`config.mk`:
```
export PLATFORM = sky130hd
export DESIGN_NAME = multicycle_control_unit
export DESIGN_NICKNAME = d
export VERILOG_FILES = /design/src/rtl/multicycle_control_unit.sv
export SDC_FILE = /design/constraint.sdc
export NUM_CORES = 1
export LEC_CHECK = 0
export ABC_CLOCK_PERIOD_IN_PS = 3000
export BUFFER_PORTS_ARGS = -buffer_cell sky130_fd_sc_hd__clkbuf_2
export CORE_ASPECT_RATIO = 2
export CORE_MARGIN = 4
export CORE_UTILIZATION = 49
export DETAILED_ROUTE_END_ITERATION = 8
export PLACE_DENSITY_LB_ADDON = 0.12
export SYNTH_ARGS = -nofsm -noshare
export SYNTH_HDL_FRONTEND = slang
export SYNTH_SLANG_ARGS = --single-unit
```
`constraint.sdc`:
```
create_clock -name clk -period 3 [get_ports clk]
set_clock_uncertainty 0.15 [all_clocks]
set_input_delay 0.3 -clock clk [delete_from_list [all_inputs] [get_ports clk]]
set_output_delay 0.3 -clock clk [all_outputs]
set_load 0.01 [all_outputs]
```
`src/rtl/multicycle_control_unit.sv`:
```
// rtl/multicycle_control_unit.sv - RV32I multicycle control decoder with load/store sequencing and sticky halt
// Optional M-extension handshake (muldiv_start/muldiv_done) is built when CTRL_MULDIV_EN is defined.
module multicycle_control_unit #(
  parameter int LOAD_LATENCY  = 1,
  parameter int STORE_LATENCY = 0,
  parameter int CNT_W         = 4
) (
  input  logic        clk,
  input  logic        rst,
  input  logic [31:0] instruction,
  input  logic [1:0]  addr_lo,
`ifdef CTRL_MULDIV_EN
  output logic        muldiv_start,
  input  logic        muldiv_done,
`endif
  output logic        reg_write_en,
  output logic        alu_srcA,
  output logic        alu_srcB,
  output logic [1:0]  dest_reg_sel,
  output logic [3:0]  alu_op,
  output logic [3:0]  mem_write_en,
  output logic        read_enable,
  output logic        pc_stall,
  output logic        halt,
  output logic        halt_now,
  output logic        illegal_instr
);

  localparam logic [2:0] ST_RUN        = 3'd0;
  localparam logic [2:0] ST_LOAD_WAIT  = 3'd1;
  localparam logic [2:0] ST_STORE_WAIT = 3'd2;
  localparam logic [2:0] ST_HALTED     = 3'd3;
`ifdef CTRL_MULDIV_EN
  localparam logic [2:0] ST_MULDIV_WAIT = 3'd4;
`endif

  localparam logic [3:0] ALU_ADD = 4'd0, ALU_SUB = 4'd1, ALU_SLL = 4'd2, ALU_SLT = 4'd3;
  localparam logic [3:0] ALU_SLTU = 4'd4, ALU_XOR = 4'd5, ALU_SRL = 4'd6, ALU_SRA = 4'd7;
  localparam logic [3:0] ALU_OR = 4'd8, ALU_AND = 4'd9, ALU_PASSB = 4'd10;

  localparam logic [6:0] OPC_OP = 7'b0110011, OPC_OPIMM = 7'b0010011, OPC_LUI = 7'b0110111;
  localparam logic [6:0] OPC_AUIPC = 7'b0010111, OPC_JAL = 7'b1101111, OPC_JALR = 7'b1100111;
  localparam logic [6:0] OPC_BRANCH = 7'b1100011, OPC_LOAD = 7'b0000011, OPC_STORE = 7'b0100011;
  localparam logic [6:0] OPC_FENCE = 7'b0001111, OPC_SYSTEM = 7'b1110011;

  localparam logic [CNT_W-1:0] LD_INIT = (LOAD_LATENCY > 0) ? CNT_W'(LOAD_LATENCY - 1) : '0;
  localparam logic [CNT_W-1:0] ST_INIT = (STORE_LATENCY > 0) ? CNT_W'(STORE_LATENCY - 1) : '0;
  localparam logic [CNT_W-1:0] CNT_ONE = CNT_W'(1);

  logic [2:0]       r_state, w_next_state;
  logic [CNT_W-1:0] r_cnt, w_next_cnt;
  logic             r_halt, r_illegal, w_set_illegal;
  logic [6:0]       w_opcode, w_funct7;
  logic [2:0]       w_funct3;
  logic             w_bad, w_sys_halt, w_is_load, w_is_store, w_misaligned;
  logic             w_dec_wr, w_dec_srcA, w_dec_srcB;
  logic [1:0]       w_dec_wb;
  logic [3:0]       w_dec_alu, w_mask;
`ifdef CTRL_MULDIV_EN
  logic             w_is_muldiv;
`endif

  assign w_opcode      = instruction[6:0];
  assign w_funct3      = instruction[14:12];
  assign w_funct7      = instruction[31:25];
  assign halt          = r_halt;
  assign illegal_instr = r_illegal;

  function automatic logic [3:0] f3_alu(input logic [2:0] f3);
    case (f3)
      3'b000:  f3_alu = ALU_ADD;
      3'b001:  f3_alu = ALU_SLL;
      3'b010:  f3_alu = ALU_SLT;
      3'b011:  f3_alu = ALU_SLTU;
      3'b100:  f3_alu = ALU_XOR;
      3'b101:  f3_alu = ALU_SRL;
      3'b110:  f3_alu = ALU_OR;
      default: f3_alu = ALU_AND;
    endcase
  endfunction

  always_comb begin
    w_bad = 1'b0; w_sys_halt = 1'b0; w_is_load = 1'b0; w_is_store = 1'b0; w_misaligned = 1'b0;
    w_dec_wr = 1'b0; w_dec_srcA = 1'b0; w_dec_srcB = 1'b0; w_dec_wb = 2'd0;
    w_dec_alu = ALU_ADD; w_mask = 4'b0000;
`ifdef CTRL_MULDIV_EN
    w_is_muldiv = 1'b0;
`endif
    case (w_opcode)
      OPC_OP: begin
        w_dec_wr = 1'b1;
        if (w_funct7 == 7'b0000000) w_dec_alu = f3_alu(w_funct3);
        else if (w_funct7 == 7'b0100000 && w_funct3 == 3'b000) w_dec_alu = ALU_SUB;
        else if (w_funct7 == 7'b0100000 && w_funct3 == 3'b101) w_dec_alu = ALU_SRA;
        else if (w_funct7 == 7'b0000001) begin
`ifdef CTRL_MULDIV_EN
          w_dec_wr    = 1'b0;
          w_is_muldiv = 1'b1;
`else
          w_bad = 1'b1;
`endif
        end else w_bad = 1'b1;
      end
      OPC_OPIMM: begin
        w_dec_wr = 1'b1; w_dec_srcB = 1'b1; w_dec_alu = f3_alu(w_funct3);
        if (w_funct3 == 3'b001 && w_funct7 != 7'b0000000) w_bad = 1'b1;
        if (w_funct3 == 3'b101) begin
          if (w_funct7 == 7'b0100000) w_dec_alu = ALU_SRA;
          else if (w_funct7 != 7'b0000000) w_bad = 1'b1;
        end
      end
      OPC_LUI:   begin w_dec_wr = 1'b1; w_dec_srcB = 1'b1; w_dec_alu = ALU_PASSB; end
      OPC_AUIPC: begin w_dec_wr = 1'b1; w_dec_srcA = 1'b1; w_dec_srcB = 1'b1; end
      OPC_JAL:   begin w_dec_wr = 1'b1; w_dec_srcA = 1'b1; w_dec_srcB = 1'b1; w_dec_wb = 2'd2; end
      OPC_JALR: begin
        w_dec_wr = 1'b1; w_dec_srcB = 1'b1; w_dec_wb = 2'd2;
        if (w_funct3 != 3'b000) w_bad = 1'b1;
      end
      OPC_BRANCH: begin
        case (w_funct3)
          3'b000, 3'b001: w_dec_alu = ALU_SUB;
          3'b100, 3'b101: w_dec_alu = ALU_SLT;
          3'b110, 3'b111: w_dec_alu = ALU_SLTU;
          default:        w_bad = 1'b1;
        endcase
      end
      OPC_LOAD: begin
        w_is_load = 1'b1; w_dec_srcB = 1'b1; w_dec_wb = 2'd1;
        case (w_funct3)
          3'b000, 3'b100: w_misaligned = 1'b0;
          3'b001, 3'b101: w_misaligned = addr_lo[0];
          3'b010:         w_misaligned = (addr_lo != 2'd0);
          default:        w_bad = 1'b1;
        endcase
      end
      OPC_STORE: begin
        w_is_store = 1'b1; w_dec_srcB = 1'b1;
        case (w_funct3)
          3'b000: w_mask = 4'b0001 << addr_lo;
          3'b001: begin w_mask = 4'b0011 << addr_lo; w_misaligned = addr_lo[0]; end
          3'b010: begin w_mask = 4'b1111; w_misaligned = (addr_lo != 2'd0); end
          default: w_bad = 1'b1;
        endcase
      end
      OPC_FENCE: w_bad = 1'b0;
      OPC_SYSTEM: begin
        if (instruction == 32'h0000_0073 || instruction == 32'h0010_0073) w_sys_halt = 1'b1;
        else w_bad = 1'b1;
      end
      default: w_bad = 1'b1;
    endcase
  end

  // Reset forces every strobe inactive; the wait states keep the decoded address path live.
  always_comb begin
    reg_write_en = 1'b0; alu_srcA = 1'b0; alu_srcB = 1'b0; dest_reg_sel = 2'd0;
    alu_op = ALU_ADD; mem_write_en = 4'b0000; read_enable = 1'b0; pc_stall = 1'b0;
    halt_now = 1'b0; w_set_illegal = 1'b0; w_next_state = r_state; w_next_cnt = r_cnt;
`ifdef CTRL_MULDIV_EN
    muldiv_start = 1'b0;
`endif
    if (!rst) begin
      pc_stall = 1'b1;
    end else begin
      case (r_state)
        ST_RUN: begin
          if (w_bad || w_misaligned || w_sys_halt) begin
            halt_now      = 1'b1;
            pc_stall      = 1'b1;
            w_set_illegal = w_bad || w_misaligned;
            w_next_state  = ST_HALTED;
          end else begin
            alu_op = w_dec_alu; alu_srcA = w_dec_srcA; alu_srcB = w_dec_srcB; dest_reg_sel = w_dec_wb;
            if (w_is_load) begin
              read_enable = 1'b1;
              if (LOAD_LATENCY == 0) reg_write_en = 1'b1;
              else begin
                pc_stall = 1'b1; w_next_state = ST_LOAD_WAIT; w_next_cnt = LD_INIT;
              end
            end else if (w_is_store) begin
              mem_write_en = w_mask;
              if (STORE_LATENCY != 0) begin
                pc_stall = 1'b1; w_next_state = ST_STORE_WAIT; w_next_cnt = ST_INIT;
              end
            end
`ifdef CTRL_MULDIV_EN
            else if (w_is_muldiv) begin
              muldiv_start = 1'b1;
              if (muldiv_done) begin
                reg_write_en = 1'b1; dest_reg_sel = 2'd3;
              end else begin
                pc_stall = 1'b1; w_next_state = ST_MULDIV_WAIT;
              end
            end
`endif
            else reg_write_en = w_dec_wr;
          end
        end
        ST_LOAD_WAIT: begin
          alu_op = w_dec_alu; alu_srcB = w_dec_srcB; dest_reg_sel = 2'd1; read_enable = 1'b1;
          if (r_cnt == '0) begin
            reg_write_en = 1'b1; w_next_state = ST_RUN;
          end else begin
            pc_stall = 1'b1; w_next_cnt = r_cnt - CNT_ONE;
          end
        end
        ST_STORE_WAIT: begin
          alu_op = w_dec_alu; alu_srcB = w_dec_srcB;
          if (r_cnt == '0) w_next_state = ST_RUN;
          else begin
            pc_stall = 1'b1; w_next_cnt = r_cnt - CNT_ONE;
          end
        end
`ifdef CTRL_MULDIV_EN
        ST_MULDIV_WAIT: begin
          if (muldiv_done) begin
            reg_write_en = 1'b1; dest_reg_sel = 2'd3; w_next_state = ST_RUN;
          end else pc_stall = 1'b1;
        end
`endif
        default: begin
          pc_stall     = 1'b1;
          w_next_state = ST_HALTED;
        end
      endcase
    end
  end

  always_ff @(posedge clk) begin
    if (!rst) begin
      r_state   <= ST_RUN;
      r_cnt     <= '0;
      r_halt    <= 1'b0;
      r_illegal <= 1'b0;
    end else begin
      r_state <= w_next_state;
      r_cnt   <= w_next_cnt;
      if (halt_now) r_halt <= 1'b1;
      if (w_set_illegal) r_illegal <= 1'b1;
    end
  end

endmodule

```
==> results.sh <==
export IMPL_fmax_mhz=341
export IMPL_wl_per_cell_microns=16.1
export IMPL_antenna_found_initial=0
export IMPL_hold_violations=0
export IMPL_maxSlewViolCount=0
export IMPL_routed_wl_microns=4680
export IMPL_fp_dieW_microns=44.8
export IMPL_final_nets=306
export IMPL_min_delay_path_class="flop to flop"
export IMPL_whs_ns=0.310
export IMPL_synth_compound_area_share=0.347
export IMPL_syn_nets=247
export IMPL_finalSetupViolCount=0
export IMPL_post_route_period_util=0.977
export IMPL_ys_seq_area_frac=0.121
export IMPL_synth_distinct_cells=50
export IMPL_tritoncts="done"
export IMPL_root_buffer="clkbuf_8"
export IMPL_cts_num_sinks=8
export IMPL_diodes=0
export IMPL_path_cells="clkbuf_2 > or3b_1 > a211o_1 > a221o_1 > or3b_4 > a211o_1 > a31oi_1 > clkbuf_2"
export IMPL_synth_enable_flop_cells=0
export IMPL_slew_limit_headroom=0.492
export IMPL_start_util=0.517
export IMPL_die_y_microns=81.6
export IMPL_postSynthAreaPerCell_sq_um=6.44
export IMPL_ant_nets=0
export IMPL_maxCapViolations=0
export IMPL_io_pins=54
export IMPL_synth_area_leaders="dfxtp_1 (12%), a21oi_1 (6.8%), o21ai_0 (6.4%)"
export IMPL_synthMuxAreaShare=0.00754
export IMPL_cp_required_ns=2.55
export IMPL_final_area_sq_um=1740
export IMPL_layout_drive_gt1_share=0.297
export IMPL_arrival_ns=2.48
export IMPL_synth_xor_area_frac=0.0132
export IMPL_hpwl_microns=3740
export IMPL_yosys_most_used_dff="dfxtp_1"
export IMPL_vias=1841
export IMPL_route_detailed_drc=0
export IMPL_min_period_ns=2.93
export IMPL_rsz0062_at_grt="yes"
export IMPL_status="finished clean"
export IMPL_clk_latency_ns=0.24
export IMPL_postCtsHoldBufs=0
export IMPL_drt_initial_drc_count=92
export IMPL_first_pass_iters=4
export IMPL_grt_overflow=0
export IMPL_final_util=0.677
export IMPL_synth_most_common_cell="nor2_1"
export IMPL_grt_max_degree=18
export IMPL_numCtsBuffers=3
export IMPL_core_sq_um=2570
export IMPL_fp_row_count=26
export IMPL_yosys_area_share_simple=0.405
export IMPL_placed_area_sq_um=1680
export IMPL_synth_fa_ha_area_frac=0.0471
export IMPL_routabilityCongestion=0.945
export IMPL_grt_pass1_vias=1742
export IMPL_die_area_sq_um=3660
export IMPL_postSynthCellCount=206
export IMPL_critPathMaxStageDelay_ns=0.38
export IMPL_synth_top_area_frac=0.121
export IMPL_synth_commonest_cells="nor2_1 (22), nand2_1 (19), a21oi_1 (18), o21ai_0 (17), clkbuf_1 (12)"
export IMPL_power_density_nw_per_um2=609
export IMPL_h_tree_depth=1
export IMPL_async_flop_share=0
export IMPL_cp_max_fo=3
export IMPL_critPathLaunchType="input port"
export IMPL_grt_total_usage=0.276
export IMPL_syn2layout_area_growth_pct=31.1
export IMPL_worst_setup_path_end_kind="output pin"
export IMPL_syn_area_sq_um=1330
export IMPL_vias_per_cell=6.33
export IMPL_yosysTopAreaCell="dfxtp_1"
export IMPL_cts_clk_slew_worst_paths_ns=0.04
export IMPL_io_buffer_count=52
export IMPL_synth_top_family_by_area="simple AND/OR/NAND/NOR gates"
export IMPL_peakVddDrop_uv=239
export IMPL_yosysWarnings=0
export IMPL_critPathKind="input port to output pin"
export IMPL_tightest_slew_ns=0.761
export IMPL_worst_path_max_delay_cell="or3b_4"
export IMPL_grt_pass1_wl_microns=7630
export IMPL_cts_buffer_depth=2
export IMPL_p_leak_nw=0.720
export IMPL_ys_ff_latch=8
layer usage:
metal,up-vias,part of all wire,GRT usage
met5,-,0,0
met4,0,0.059,0.191
met3,26,0.059,0.0482
met2,93,0.54,0.507
met1,825,0.34,0.261
li1,897,-,-
kinds of logic (layout without fill, tap and decap cells):
kind of cell    after synthesis  in the layout
compound gates               70             70
xor+xnor                      2              2
fa+ha+maj                     5              5
buf+inv                      21             78
flops                         8              8
mux                           1              1
simple gates                 99             99
per-stage QoR:
stage	std cells	power [W]	setup WS [ns]	TNS, ns
5_1_grt	291	0.00115	-0.00685	-0.00685
2_1_floorplan	206	0.000689	0.259	0
4_1_cts	291	0.00104	0.0548	0
3_3_place_gp	288	0.000890	0.0758	0
3_5_place_dp	288	0.000898	0.0627	0
6_report	291	0.00106	0.0704	0
registers in the layout, summed over array words and instances (netlist names):
signal / count
illegal_instr: 1
r_cnt: 4
halt: 1
r_state: 2
path summary, 6_finish.rpt:
kind                                startpoint       endpoint  slack [ns]  cells past startpoint
worst max-delay path            instruction[3]      alu_op[1]        0.07                      8
worst min-delay path             illegal_instr  illegal_instr        0.31                      2
worst max register to register        r_cnt[0]       r_cnt[3]        0.96                      7
worst min register to register   illegal_instr  illegal_instr        0.31                      2
where the power goes:
group / leakage, nW / internal, W / switching [W] / total [W]
logic: 0.633 / 0.000283 / 0.000442 / 0.000725
registers: 0.0659 / 0.000159 / 0.0000385 / 0.000197
clock network: 0.0216 / 0.0000876 / 0.0000498 / 0.000137
worst max-delay path: cells and delay by family:
family / cells / cell delay (ns)
AOI/OAI and AO/OA: 4 / 1.19
and+or+nand+nor: 2 / 0.72
buffers and inverters: 2 / 0.27
repair_timing:
item / 4_1_cts / 5_1_grt
setup buffers: 0 / 0
endpoints found under the setup margin: 0 / 5
endpoints found under the hold margin: 0 / 0
resized for setup: 0 / 3
cell type report:
cell class,count,area (sq um)
Sequential cell,8,160
Clock buffer,3,41.3
Inverter,9,33.8
Fill cell,259,830
Tap cell,28,35.0
Multi-Input combinational cell,177,1100
Timing Repair Buffer,66,365
cells in the final DEF, fill, tap and decap left out, types with 2 or more instances in the layout:
cell / count
a211o_1: 3
nand3b_1: 3
nand3_1: 7
buf_4: 14
a2111oi_0: 2
nor2b_1: 7
ha_1: 5
nand2b_1: 5
dfxtp_1: 8
or4_1: 3
o22ai_1: 2
nand4_1: 5
inv_1: 9
nand2_1: 19
a31o_2: 2
clkbuf_2: 52
o21a_1: 2
a31oi_1: 3
or3b_2: 2
clkbuf_8: 3
nor3_1: 7
a21boi_0: 4
nor4_1: 8
nor2_1: 22
a21oi_1: 18
o21ai_0: 17
a221o_1: 3
a211oi_1: 2
Power figures use the tool's default switching activity.
